## src/rtl/fifo_array_reader.sv

```systemverilog
// rtl/fifo_array_reader.sv - fifo_array read-side controller with skid buffer and frame marker
// Optional stall/starve counters: define FIFO_READER_STATS_EN.
module fifo_array_reader #(
    parameter int DATA_WIDTH = 32,
    parameter int ARRAY_SIZE = 3,
    parameter int SKID_DEPTH = 2,
    parameter int FRAME_LEN  = 1024
) (
    input  logic                          clk_i,
    input  logic                          rst_n_i,
    input  logic                          fifo_empty_i,
    output logic                          fifo_rd_en_o,
    input  logic signed [DATA_WIDTH-1:0]  fifo_dout_i [ARRAY_SIZE],
    output logic                          out_valid_o,
    input  logic                          out_ready_i,
    output logic signed [DATA_WIDTH-1:0]  out_data_o [ARRAY_SIZE],
    output logic                          out_last_o,
`ifdef FIFO_READER_STATS_EN
    output logic [$clog2(FRAME_LEN):0]    frame_idx_o,
    output logic [31:0]                   stall_cycles_o,
    output logic [31:0]                   starve_cycles_o
`else
    output logic [$clog2(FRAME_LEN):0]    frame_idx_o
`endif
);

    localparam int PW = (SKID_DEPTH > 1) ? $clog2(SKID_DEPTH) : 1;
    localparam int CW = $clog2(SKID_DEPTH + 2) + 1;
    localparam int FW = $clog2(FRAME_LEN) + 1;

    logic signed [DATA_WIDTH-1:0] buf_q [SKID_DEPTH][ARRAY_SIZE];
    logic [PW-1:0] head_q, tail_q;
    logic [CW-1:0] count_q;
    logic          in_flight_q;
    logic [FW-1:0] frame_idx_q;
    logic          fire;
    logic [CW-1:0] occ_after;

    function automatic logic [PW-1:0] ptr_inc(input logic [PW-1:0] p);
        return (p == PW'(SKID_DEPTH - 1)) ? '0 : p + PW'(1);
    endfunction

    assign out_valid_o = (count_q != '0);
    assign fire        = out_valid_o && out_ready_i;

    // Occupancy after this cycle's fire, counting the vector still in the FIFO's read register.
    assign occ_after    = count_q + CW'(in_flight_q) - CW'(fire);
    assign fifo_rd_en_o = rst_n_i && !fifo_empty_i && (occ_after < CW'(SKID_DEPTH));

    always_comb begin
        for (int l = 0; l < ARRAY_SIZE; l++) begin
            out_data_o[l] = buf_q[head_q][l];
        end
    end

    assign out_last_o  = out_valid_o && (frame_idx_q == FW'(FRAME_LEN - 1));
    assign frame_idx_o = frame_idx_q;

    always_ff @(posedge clk_i or negedge rst_n_i) begin
        if (!rst_n_i) begin
            for (int e = 0; e < SKID_DEPTH; e++) begin
                for (int l = 0; l < ARRAY_SIZE; l++) begin
                    buf_q[e][l] <= '0;
                end
            end
            head_q      <= '0;
            tail_q      <= '0;
            count_q     <= '0;
            in_flight_q <= 1'b0;
            frame_idx_q <= '0;
        end else begin
            in_flight_q <= fifo_rd_en_o;
            if (in_flight_q) begin
                for (int l = 0; l < ARRAY_SIZE; l++) begin
                    buf_q[tail_q][l] <= fifo_dout_i[l];
                end
                tail_q <= ptr_inc(tail_q);
            end
            if (fire) begin
                head_q      <= ptr_inc(head_q);
                frame_idx_q <= (frame_idx_q == FW'(FRAME_LEN - 1)) ? '0 : frame_idx_q + FW'(1);
            end
            case ({in_flight_q, fire})
                2'b10:   count_q <= count_q + CW'(1);
                2'b01:   count_q <= count_q - CW'(1);
                default: count_q <= count_q;
            endcase
        end
    end

`ifdef FIFO_READER_STATS_EN
    logic [31:0] stall_q, starve_q;

    always_ff @(posedge clk_i or negedge rst_n_i) begin
        if (!rst_n_i) begin
            stall_q  <= '0;
            starve_q <= '0;
        end else begin
            if (out_valid_o && !out_ready_i && (stall_q != '1)) begin
                stall_q <= stall_q + 32'd1;
            end
            if (!out_valid_o && out_ready_i && (starve_q != '1)) begin
                starve_q <= starve_q + 32'd1;
            end
        end
    end

    assign stall_cycles_o  = stall_q;
    assign starve_cycles_o = starve_q;
`endif

endmodule

```

## config.mk

```make
export PLATFORM = sky130hd
export DESIGN_NAME = fifo_array_reader
export DESIGN_NICKNAME = d
export VERILOG_FILES = /design/src/rtl/fifo_array_reader.sv
export SDC_FILE = /design/constraint.sdc
export NUM_CORES = 1
export LEC_CHECK = 0
export CAP_MARGIN = 20
export CORE_AREA = 2 2 138 153
export CTS_CLUSTER_DIAMETER = 50
export DETAILED_ROUTE_END_ITERATION = 10
export DIE_AREA = 0 0 140 155
export PLACE_DENSITY = 0.76
export REMOVE_ABC_BUFFERS = 1
export SETUP_SLACK_MARGIN = 0.02
export SLEW_MARGIN = 20
export SYNTH_ARGS = -nofsm -noshare
export SYNTH_HDL_FRONTEND = slang
export SYNTH_SLANG_ARGS = --single-unit
```

## constraint.sdc

```tcl
create_clock -name clk_i -period 2.5 [get_ports clk_i]
set_input_delay 0.5 -clock clk_i [delete_from_list [all_inputs] [get_ports clk_i]]
set_output_delay 0.5 -clock clk_i [all_outputs]
set_load 0.005 [all_outputs]
```

-- Word level (Yosys, flattened, before mapping)
Index checks and enable logic that the tools add are counted.
- bits in registers: 209
- input port bits: 100
- add/sub/neg operators: 7
- $lt $le $gt $ge: 4
- eq/ne operators: 3
- multiplexer cells: 16
- bitwise operators: 2
- reductions and logical operators: 8
- operators by type and width (kind ; number):
    $bwmux 192 ; 3
    $mux 96 ; 4
    $demux 96 s1 ; 3
    $mux 64 ; 1
    $mux 32 ; 1
    $add 11x1->11 const B ; 1
    $eq 11x10->1 const B ; 1
    $mux 11 ; 1
    $pmux 3 s2 ; 1
    $logic_and 1x1->1 ; 5
    $ge 2x2->1 const B ; 2
    $not 1->2 ; 2
    $add 3x1->3 ; 1
    $add 3x1->3 const B ; 1
    $lt 3x2->1 const B ; 1
    $reduce_bool 3->1 ; 1
    $sub 3x1->3 ; 1
    $sub 3x1->3 const B ; 1
    $add 1x1->1 const B ; 2
    $eq 2x1->1 const B ; 1
    $eq 2x2->1 const B ; 1
    $lt 2x1->1 const B ; 1
    $mux 1 ; 2
    $reduce_bool 2->1 ; 1
    $logic_not 1->1 ; 1

-- Logic depth before layout (Yosys ltp)
Gate-level depths: netlist of the first run.
- word-level depth: 8
- depth in mapped cells: 8
- gate-level depth less buffers: 7

-- Worst setup path after synthesis of the first run
Ideal clock, no wire load.
- kind: register -> output
- start: register count_q[1]
- end: output fifo_rd_en_o
- arrival time: 1.980 ns
- data required time: 2.000 ns
- path slack: 0.020 ns
- cell stages (with the launch flop): 9
- path buffers: 1
- cells stage by stage: dfrtp_1 o31a_1 buf_2 nand2b_1 inv_1 fa_1 xnor2_1 xnor2_1 nor3_1
- cells in the longest elaborated chain, start to end: 5
- ends and longest elaborated chain (item ; RTL line ; text):
    start: declaration ; 33 ; logic [CW-1:0] count_q;
    start signal: assignment ; 84 ; 2'b10: count_q <= count_q + CW'(1);
    start signal: assignment ; 85 ; 2'b01: count_q <= count_q - CW'(1);
    start signal: assignment ; 86 ; default: count_q <= count_q;
    parallel branches: the longest is 2 deep, another holds $add 3x1->3 ; - ;
    $sub 3x1->3 * ; 47 ; assign occ_after = count_q + CW'(in_flight_q) - CW'(fire);
    $lt 3x2->1 * ; 48 ; assign fifo_rd_en_o = rst_n_i && !fifo_empty_i && (occ_after < CW'(SKID_DEPTH));
    $logic_and 1x1->1 * ; 48 ;
    end: declaration ; 12 ; output logic fifo_rd_en_o,
Mark *: on every way between the ends.

-- Final worst setup path of the first run
- start: register count_q[2]
- end: output fifo_rd_en_o
The elaborated chain is that of the path after synthesis.

==> summary.txt, run 1 <==
Pwr
  • Tot Pwr: 17.3 mW
  • Leak: about 5.6 nW
  • VDD IR max: 0.702 mV
  • Power density over the cells: 1360 nW/µm²

Clock tree
  • TritonCTS Buffers: 24
  • Clk slew on worst S/H paths: 60 ps
  • CTS tree: built
  • Clk_lat worst skew: 500 ps
  • Root Buffer: clkbuf_16
  • Hold Buf Count CTS: 0
  • Clk buf depth: 3
  • H-tree depth: 1
  • Sink Count: 209

Place
  • Placed insts: approximately 1,000
  • Routability cong.: approximately 0.81
  • Port bufs: about 210
  • Setup WS pre-CTS: -841 ps
  • Dpl hpwl: around 14 mm

Critical path
  • Reg2reg setup slack: between 500 and 600 ps
  • Slowest stage cell, crit path: dfrtp_1
  • CP Data Arrival Time: 2350 ps
  • Kind of cell adding the most delay to the critical path: XOR/XNOR gates
  • CP required: 2000 ps
  • Critical Path End Type: output pin
  • Setup CP Type: reg2out
  • Worst path bufs/invs: 2
  • CP Cell Sequence: o31a_1, nand2b_1, inv_2, fa_2, xnor2_2, xnor2_1, nor3_4, buf_2
  • CP Max Fanout: 2
  • Slowest stage delay, CP: 400 ps
  • Worst Setup Start Kind: flip-flop

STA
  • Slew Limit Fails: 0
  • Worst Tran Pin Value: 783 ps
  • Final count of hold timing violations: 0
  • Final worst setup slack: -348 ps
  • Part of the cycle the worst path needs: 114%
  • Worst hold slack: 75.4 ps
  • Count of final setup violators: 1
  • Shortest period the worst path allows: roughly 2800 ps
  • Maximum clock rate: around 350 MHz
  • Setup TNS Final: -348 ps
  • Worst relative slew slack: a little under half
  • RSZ-0062 raised after global routing: yes
  • Clk_skew: 6.51 ps

Floorplanning
  • Initial Utilization: 45.0%
  • Die height: 155 µm
  • Chip width: 140 µm
  • IO Pins: 210
  • Core ar.: 20,300 µm²
  • Rows: 55
  • Die area: 21,700 µm²

Logic synthesis
  • #FFs+latches synth: 209
  • Post-Syn Area per Cell: 15.3 µm²
  • Synth warn: 0
  • Distinct cell type count after synthesis: 32
  • Seq/Total Area, Yosys: 57.3%
  • Synth Instances: approximately 600
  • Cell Area, Synth: ~9100 µm²

GRT
  • Pin count of the biggest net entering global routing: about 110
  • Global route total overflow: 0
  • First-pass GRT wire length: 35.6 mm
  • Total global-route track usage: approximately 21%
  • Vias in the first global route: between 6,000 and 7,000
  • Antenna violations before repair: 0

Detailed routing
  • Vias per inst: 5.26
  • Antenna viol nets, final: 0
  • Routed length per instance: 19.8 µm
  • Total Routed Length: 22.3 mm
  • Drt drc: 12
  • DR iter-0 viols: 157
  • DRT Pass-1 Iters: 7
  • Routed vias: 5,915

Cells and area
  • Most common cell after layout, fill and taps aside: mux2_2
  • Nets: 956
  • Area grow syn2layout: 39.0%
  • Layout cells sized above 1: 51.9%
  • Final cell count without fillers: 1,125
  • # diodes: 0
  • Commonest cells after routing, fill and taps aside: 286 x mux2_2, 207 x dfrtp_1, 108 x clkdlybuf4s50_1, 35 x clkbuf_2
  • Fillers: around 1,500

Status
  • Outcome: finished with violations
  • Failing checks: DRC, setup timing

Job
  • Max cap viols: 0

Min path
  • HP Class: in2async
[final cells by class]
| class | count | area [µm²] | share of cell area (%) |
|---|---|---|---|
| inverters | 3 | 11.3 | 0.0887 |
| well taps | 256 | 320 | 2.52 |
| multi-input cells | 352 | 3760 | 29.6 |
| clock inverters | 6 | 63.8 | 0.502 |
| flip-flops and latches | 209 | 5240 | 41.2 |
| clock buffers | 36 | 717 | 5.65 |
| repair buffers | 263 | 2590 | 20.4 |
[metrics by stage]
| stage | util (%) | area, µm² |
|---|---|---|
| after detailed placement | 57.3 | 11600 |
| after CTS | 63.1 | 12800 |
| final | 62.6 | 12700 |
| after floorplan | - | 8960 |
| after global routing | 62.6 | 12700 |
| after global placement | 57.3 | 11600 |
[registers in the layout, summed over array words and instances (netlist names)]
signal,count
buf_q,192
count_q,3
frame_idx_o,11
head_q,1
tail_q,1
in_flight_q,1
[cells in the mapped netlist (all sizes together)]
cell type | count | area, µm²
nand4 | 2 | 12.5
clkbuf | 6 | 22.5
nor4b | 1 | 23.8
fa | 2 | 40.0
o31a | 1 | 8.76
nor3b | 2 | 15.0
xnor2 | 12 | 105
and4 | 1 | 11.3
or4 | 1 | 11.3
xor2 | 3 | 26.3
nand3 | 3 | 27.5
inv | 3 | 11.3
dfrtp | 209 | 5230
o31ai | 2 | 20.0
a21oi | 3 | 15.0
ha | 1 | 12.5
mux2 | 288 | 3240
o21ai | 4 | 20.0
or3 | 1 | 6.26
o21a | 1 | 7.51
nand2 | 13 | 48.8
nor2b | 1 | 6.26
nand2b | 2 | 12.5
a22oi | 1 | 12.5
nor2 | 3 | 11.3
nor3 | 3 | 15.0
and2 | 1 | 6.26
buf | 28 | 151
[final timing paths]
path	cells past startpoint	endpoint	startpoint
hold reg to reg	1	buf_q[53]$_DFFE_PN0P_	buf_q[53]$_DFFE_PN0P_
hold / removal	2	buf_q[123]$_DFFE_PN0P_	rst_n_i
setup / recovery	8	fifo_rd_en_o	count_q[2]$_DFFE_PN0N_
min in group clk_i	3	in_flight_q$_DFF_PN0_	rst_n_i
max in group asynchronous	3	buf_q[65]$_DFFE_PN0P_	rst_n_i
setup reg to reg	6	frame_idx_o[5]$_DFFE_PN0P_	count_q[0]$_DFFE_PN0N_
[logic make-up after synthesis]
family / share of synthesized area, %
mux: 35.5
flops: 57.3
buf+inv: 2.03
simple gates: 2.27
xor+xnor: 1.44
compound gates: 0.918
fa+ha+maj: 0.575
[layer usage]
layer  GRT usage (%)  part of all wire (%)  wire length (µm)
met5               0                     0                 0
met4            6.83                   2.9               655
met3            4.52                   6.1              1350
met2            37.1                    52             11600
met1            24.3                    39              8720
[where the power goes]
group	internal, mW	switching [mW]	leakage (nW)	total (mW)
Combinational	5.00	2.98	2.68	7.98
Sequential	5.07	0.840	2.51	5.91
Clock	2.08	1.33	0.378	3.41
Total	12.2	5.15	5.57	17.3
[worst register-to-register path: cells and delay by family (launching register included)]
family                 cells  cell delay, ps
AO/OA/AOI/OAI              2             710
flip-flops                 1             370
buffers and inverters      2             270
AND/OR/NAND/NOR            1             230
XOR/XNOR                   1             230
[timing repair]
action,in CTS,in global routing
setup buffers,24,2
hold endpoints to repair,0,0
resized for setup,213,72
endpoints found under the setup margin,98,40
pin swaps,8,2
cloned,9,1
(Power assumes the default switching activity.)
==> run 2, diff against run 1 <==
Settings changed: CAP_MARGIN 20 to 40.
==> summary.txt, run 2 (same netlist as run 1, synthesis figures left out) <==
Cells and area
  • Commonest cells after routing, fill and taps aside: 286 x mux2_2, 207 x dfrtp_1, 108 x clkdlybuf4s50_1, 35 x clkbuf_2
  • Nets: 957 (+0.10%)
  • # diodes: 0 (unchanged)
  • Area grow syn2layout: 39.3%
  • Layout cells sized above 1: 52.0% (+0.055 points)
  • Area of the multi-input gates: 3760 µm² (unchanged)
  • Most flops, register: buf_q
  • Most common cell after layout, fill and taps aside: mux2_2
  • Fillers: 1,514 (-0.26%)
  • Sequential cell area: 5240 µm² (unchanged)
  • Final core occ: 62.7% (+0.14 points)
  • Max reg flops: 192 (unchanged)

Critical path
  • Worst Setup Start Kind: flip-flop
  • Worst path bufs/invs: 2 (unchanged)
  • Kind of cell adding the most delay to the critical path: XOR/XNOR gates
  • Slowest stage delay, CP: 400 ps (about the same)
  • CP Max Fanout: 2 (unchanged)
  • Critical Path End Type: output pin
  • Setup CP Type: reg2out
  • Slowest stage cell, crit path: dfrtp_1
  • CP Data Arrival Time: 2350 ps (about the same)
  • CP Cell Sequence: o31a_1, nand2b_1, inv_2, fa_2, xnor2_2, xnor2_1, nor3_4, buf_2
  • CP required: 2000 ps (about the same)

Place
  • Dpl hpwl: 13.9 mm (unchanged)
  • Setup WS pre-CTS: -841 ps (unchanged)
  • Port bufs: 209 (unchanged)
  • Routability cong.: 0.807 (unchanged)

STA
  • Worst Tran Pin Value: 788 ps (+5.15 ps)
  • Worst relative slew slack: 47.1% (-0.35 points)
  • Maximum clock rate: 351 MHz (about the same)
  • Shortest period the worst path allows: 2850 ps (-1.09 ps)
  • Slew Limit Fails: 0 (unchanged)
  • Part of the cycle the worst path needs: 114% (about the same)
  • Final count of hold timing violations: 0 (unchanged)
  • Final worst setup slack: -347 ps (+1.09 ps)
  • Worst hold slack: 76.9 ps (+1.50 ps)
  • Count of final setup violators: 1 (unchanged)
  • RSZ-0062 raised after global routing: yes
  • Clk_skew: 6.45 ps (-0.0578 ps)

Pwr
  • Int Power: 12.2 mW (about the same)
  • Flop pwr share: 34.2% (about the same)
  • Switching fraction of total power: 29.7% (about the same)
  • VDD IR max: 0.713 mV (+1.6%)
  • Clk pwr share: 19.7% (about the same)
  • Leak: 5.58 nW (+0.23%)
  • Comb power frac: 46.1% (about the same)
  • Sw Pwr: 5.15 mW (about the same)
  • Tot Pwr: 17.3 mW (about the same)
  • Power density over the cells: 1360 nW/µm² (-0.18%)

Detailed routing
  • DR iter-0 viols: 137 (-13%)
  • Antenna viol nets, final: 0 (unchanged)
  • DRT Pass-1 Iters: 7 (unchanged)
  • Routed vias: 5,907 (-0.14%)
  • Routed length per instance: 19.8 µm (-0.16%)
  • Vias per inst: 5.25 (-0.22%)
  • Drt drc: 12 (unchanged)
  • Total Routed Length: 22.3 mm (about the same)

Status
  • Outcome: finished with violations
  • Failing checks: DRC, setup timing

Min path
  • HP Class: in2async

Floorplanning
  • Rows: 55 (unchanged)
  • Die area: 21,700 µm² (unchanged)
  • Core ar.: 20,300 µm² (unchanged)
  • Chip width: 140 µm (unchanged)
  • Initial Utilization: 45.0% (unchanged)
  • Die height: 155 µm (unchanged)
  • IO Pins: 210 (unchanged)

Job
  • Max cap viols: 0 (unchanged)

Clock tree
  • Clk buf depth: 3 (unchanged)
  • Sink Count: 209 (unchanged)
  • H-tree depth: 1 (unchanged)
  • CTS tree: built
  • Clk slew on worst S/H paths: 60 ps (about the same)
  • TritonCTS Buffers: 24 (unchanged)
  • Clk_lat worst skew: 500 ps (about the same)
  • Root Buffer: clkbuf_16

GRT
  • Antenna violations before repair: 0 (unchanged)
  • Vias in the first global route: 6,671 (unchanged)
  • Total global-route track usage: 20.5% (unchanged)
  • Pin count of the biggest net entering global routing: 108 (unchanged)
  • Global route total overflow: 0 (unchanged)
  • First-pass GRT wire length: 35.6 mm (unchanged)
-- run 2: layer usage --
metal	vias up	wire, µm	global-route usage (%)	part of all wire [%]
met3	48	1310	4.52	5.9
met5	-	0	0	0
met2	181	11600	37.1	52
met1	3018	8720	24.3	39
met4	0	672	6.83	3.0
li1	2660	-	-	-
-- run 2: cell type report --
cell class | count | share of cell area (%)
clock inverters | 6 | 0.501
flip-flops and latches | 209 | 41.1
well taps | 256 | 2.52
repair buffers | 264 | 20.5
clock buffers | 36 | 5.63
multi-input cells | 352 | 29.6
inverters | 3 | 0.0885
-- run 2: repair_timing --
item | 4_1_cts | 5_1_grt
gates cloned | 9 | 1
hold buffers | 0 | 0
gates resized for setup | 213 | 72
setup endpoints to repair | 98 | 40
pin swaps | 8 | 2
setup buffers | 24 | 2
-- run 2: power groups by stage --
stage,sequential [mW],clock [mW],combinational [mW]
final,5.91,3.41,7.98
after global routing,6.13,3.63,8.55
after CTS,5.92,3.50,8.13
after detailed placement,5.99,0,7.70
after global placement,5.80,0,7.47
after floorplan,5.89,0,4.09
-- run 2: stage by stage --
stage | std cells | TNS, ps | area, µm²
floorplan | 564 | -410450 | 8960
global placement | 1049 | -672 | 11600
detailed placement | 1049 | -841 | 11600
CTS | 1124 | -1380 | 12800
global route | 1126 | -458 | 12700
finish | 1126 | -347 | 12700
-- run 2: worst reg2reg max path: stages, from the launching register on --
cell	delay (ps)
dfrtp_1	370
buf_4	130
buf_4	140
o31ai_2	640
nor3_1	230
xnor2_1	230
a21oi_1	70
-- run 2: worst paths after layout --
path	end	slack, ps	start	cells after the start
min in group clk_i	in_flight_q$_DFF_PN0_	270	rst_n_i	3
setup reg to reg	frame_idx_o[5]$_DFFE_PN0P_	570	count_q[0]$_DFFE_PN0N_	6
setup / recovery	fifo_rd_en_o	-350	count_q[2]$_DFFE_PN0N_	8
hold reg to reg	buf_q[53]$_DFFE_PN0P_	500	buf_q[53]$_DFFE_PN0P_	1
max in group asynchronous	buf_q[174]$_DFFE_PN0P_	1470	rst_n_i	3
hold / removal	buf_q[123]$_DFFE_PN0P_	80	rst_n_i	2
==> run 3, diff against run 2 <==
Settings changed: PLACE_DENSITY 0.76 to 0.73.
==> summary.txt, run 3 (same netlist as run 1, synthesis figures left out) <==
STA
  • Final count of hold timing violations: 0 (unchanged)
  • Worst relative slew slack: 45.0% (-2.2 points)
  • Worst Tran Pin Value: 821 ps (+32.7 ps)
  • Worst hold slack: 124 ps (+47.3 ps)
  • Count of final setup violators: 1 (unchanged)
  • Shortest period the worst path allows: 2820 ps (-26.4 ps)
  • Maximum clock rate: 355 MHz (+0.94%)
  • Setup TNS Final: -321 ps (+26.4 ps)
  • Part of the cycle the worst path needs: 113% (-1.1 points)
  • Slew Limit Fails: 0 (unchanged)
  • Final worst setup slack: -321 ps (+26.4 ps)
  • Clk_skew: 17.0 ps (+10.6 ps)
  • RSZ-0062 raised after global routing: yes

Critical path
  • CP required: 2000 ps (about the same)
  • CP Cell Sequence: o31a_1, nand2b_1, inv_2, fa_2, nand2_1, nor3_2, buf_2
  • Setup CP Type: reg2out
  • Worst Setup Start Kind: flip-flop
  • Slowest stage cell, crit path: fa_2
  • Kind of cell adding the most delay to the critical path: adder cells
  • CP Max Fanout: 2 (unchanged)
  • Critical Path End Type: output pin
  • Slowest stage delay, CP: 510 ps (+110 ps)
  • CP Data Arrival Time: 2320 ps (-30 ps)
  • Worst path bufs/invs: 2 (unchanged)

Clock tree
  • Clk buf depth: 3 (unchanged)
  • CTS tree: built
  • Clk slew on worst S/H paths: 60 ps (about the same)
  • Root Buffer: clkbuf_16
  • Clk_lat worst skew: 520 ps (+20 ps)
  • H-tree depth: 1 (unchanged)
  • TritonCTS Buffers: 26 (+8.3%)
  • Sink Count: 209 (unchanged)

GRT
  • Met2 usage: 36.2% (-0.96 points)
  • Total global-route track usage: 20.3% (-0.27 points)
  • Pin count of the biggest net entering global routing: 125 (+16%)
  • M3 GR Usage: 6.53% (+2.0 points)
  • First-pass GRT wire length: 35.4 mm (-0.56%)
  • Met1 Track Usage GR: 23.4% (-0.89 points)
  • Busiest layer in global routing: met2
  • Vias in the first global route: 6,801 (+1.9%)
  • Antenna violations before repair: 0 (unchanged)
  • Global route total overflow: 0 (unchanged)

Cells and area
  • Final Cell Area: 12,900 µm² (+1.0%)
  • Commonest cells after routing, fill and taps aside: 285 x mux2_2, 206 x dfrtp_1, 109 x clkdlybuf4s50_1, 28 x buf_4, 27 x clkbuf_16
  • Max reg flops: 192 (unchanged)
  • Fillers: 1,473 (-2.7%)
  • Most common cell after layout, fill and taps aside: mux2_2
  • Final cell count without fillers: 1,124 (-0.18%)
  • Final core occ: 63.3% (+0.64 points)
  • # diodes: 0 (unchanged)
  • Area grow syn2layout: 40.8%
  • Nets: 954 (-0.31%)
  • Most flops, register: buf_q
  • Layout cells sized above 1: 51.4% (-0.57 points)

Pwr
  • Tot Pwr: 17.9 mW (+3.3%)
  • Leak: 5.63 nW (+0.78%)
  • Power density over the cells: 1390 nW/µm² (+2.2%)
  • VDD IR max: 0.775 mV (+8.7%)

Detailed routing
  • Routed length per instance: 19.6 µm (-1.0%)
  • Routed vias: 5,876 (-0.52%)
  • Antenna viol nets, final: 0 (unchanged)
  • Total Routed Length: 22.0 mm (-1.2%)
  • Drt drc: 11 (-1)
  • DR iter-0 viols: 172 (+26%)
  • Vias per inst: 5.23 (-0.35%)
  • DRT Pass-1 Iters: 7 (unchanged)

Place
  • Routability cong.: 0.792 (-1.8%)
  • Setup WS pre-CTS: -789 ps (+52.0 ps)
  • Dpl hpwl: 13.9 mm (+0.12%)
  • Port bufs: 209 (unchanged)
  • Placed insts: 1,047 (-0.19%)
  • DP Area: 11,600 µm² (-0.24%)

Floorplanning
  • Rows: 55 (unchanged)
  • Initial Utilization: 45.0% (unchanged)
  • IO Pins: 210 (unchanged)
  • Chip width: 140 µm (unchanged)
  • Die area: 21,700 µm² (unchanged)
  • Core ar.: 20,300 µm² (unchanged)
  • Die height: 155 µm (unchanged)

Status
  • Outcome: finished with violations
  • Failing checks: DRC, setup timing

Job
  • Max cap viols: 0 (unchanged)

Min path
  • HP Class: in2async
run 3: what timing repair did:
item / in CTS / in global routing
cloned: 7 / 0
setup buffers: 25 / 6
hold buffers: 0 / 0
setup endpoints to repair: 89 / 36
resized for setup: 227 / 69
pin swaps: 7 / 3
endpoints found under the hold margin: 0 / 0
run 3: power breakdown:
part	leakage, nW	switching (mW)	total (mW)	internal (mW)
sequential	2.51	0.825	5.90	5.08
clock	0.463	1.38	4.00	2.62
combinational	2.66	2.94	7.97	5.03
total	5.63	5.15	17.9	12.7
run 3: area by class of cell:
| type | instances | area (µm²) | share of cell area, % |
|---|---|---|---|
| flip-flops and latches | 209 | 5240 | 40.7 |
| multi-input cells | 352 | 3760 | 29.3 |
| repair buffers | 259 | 2590 | 20.1 |
| clock buffers | 35 | 756 | 5.88 |
| well taps | 256 | 320 | 2.49 |
| clock inverters | 10 | 183 | 1.42 |
| inverters | 3 | 11.3 | 0.0876 |
run 3: layer usage:
metal | share of wire [%] | wire length (µm) | up-vias
met5 | 0 | 0 | -
met4 | 2.6 | 582 | 0
met3 | 7.8 | 1730 | 44
met2 | 51 | 11200 | 167
met1 | 39 | 8520 | 3015
li1 | - | - | 2650
run 3: path summary, 6_finish.rpt:
path | from | to | slack, ps | cells past startpoint
max in group asynchronous | rst_n_i | buf_q[153]$_DFFE_PN0P_ | 1430 | 3
worst min register to register | buf_q[34]$_DFFE_PN0P_ | buf_q[34]$_DFFE_PN0P_ | 500 | 1
worst max-delay path | count_q[1]$_DFFE_PN0N_ | fifo_rd_en_o | -320 | 7
worst min-delay path | rst_n_i | count_q[2]$_DFFE_PN0N_ | 120 | 2
worst max register to register | count_q[1]$_DFFE_PN0N_ | count_q[2]$_DFFE_PN0N_ | 170 | 12
min in group clk_i | rst_n_i | in_flight_q$_DFF_PN0_ | 290 | 3
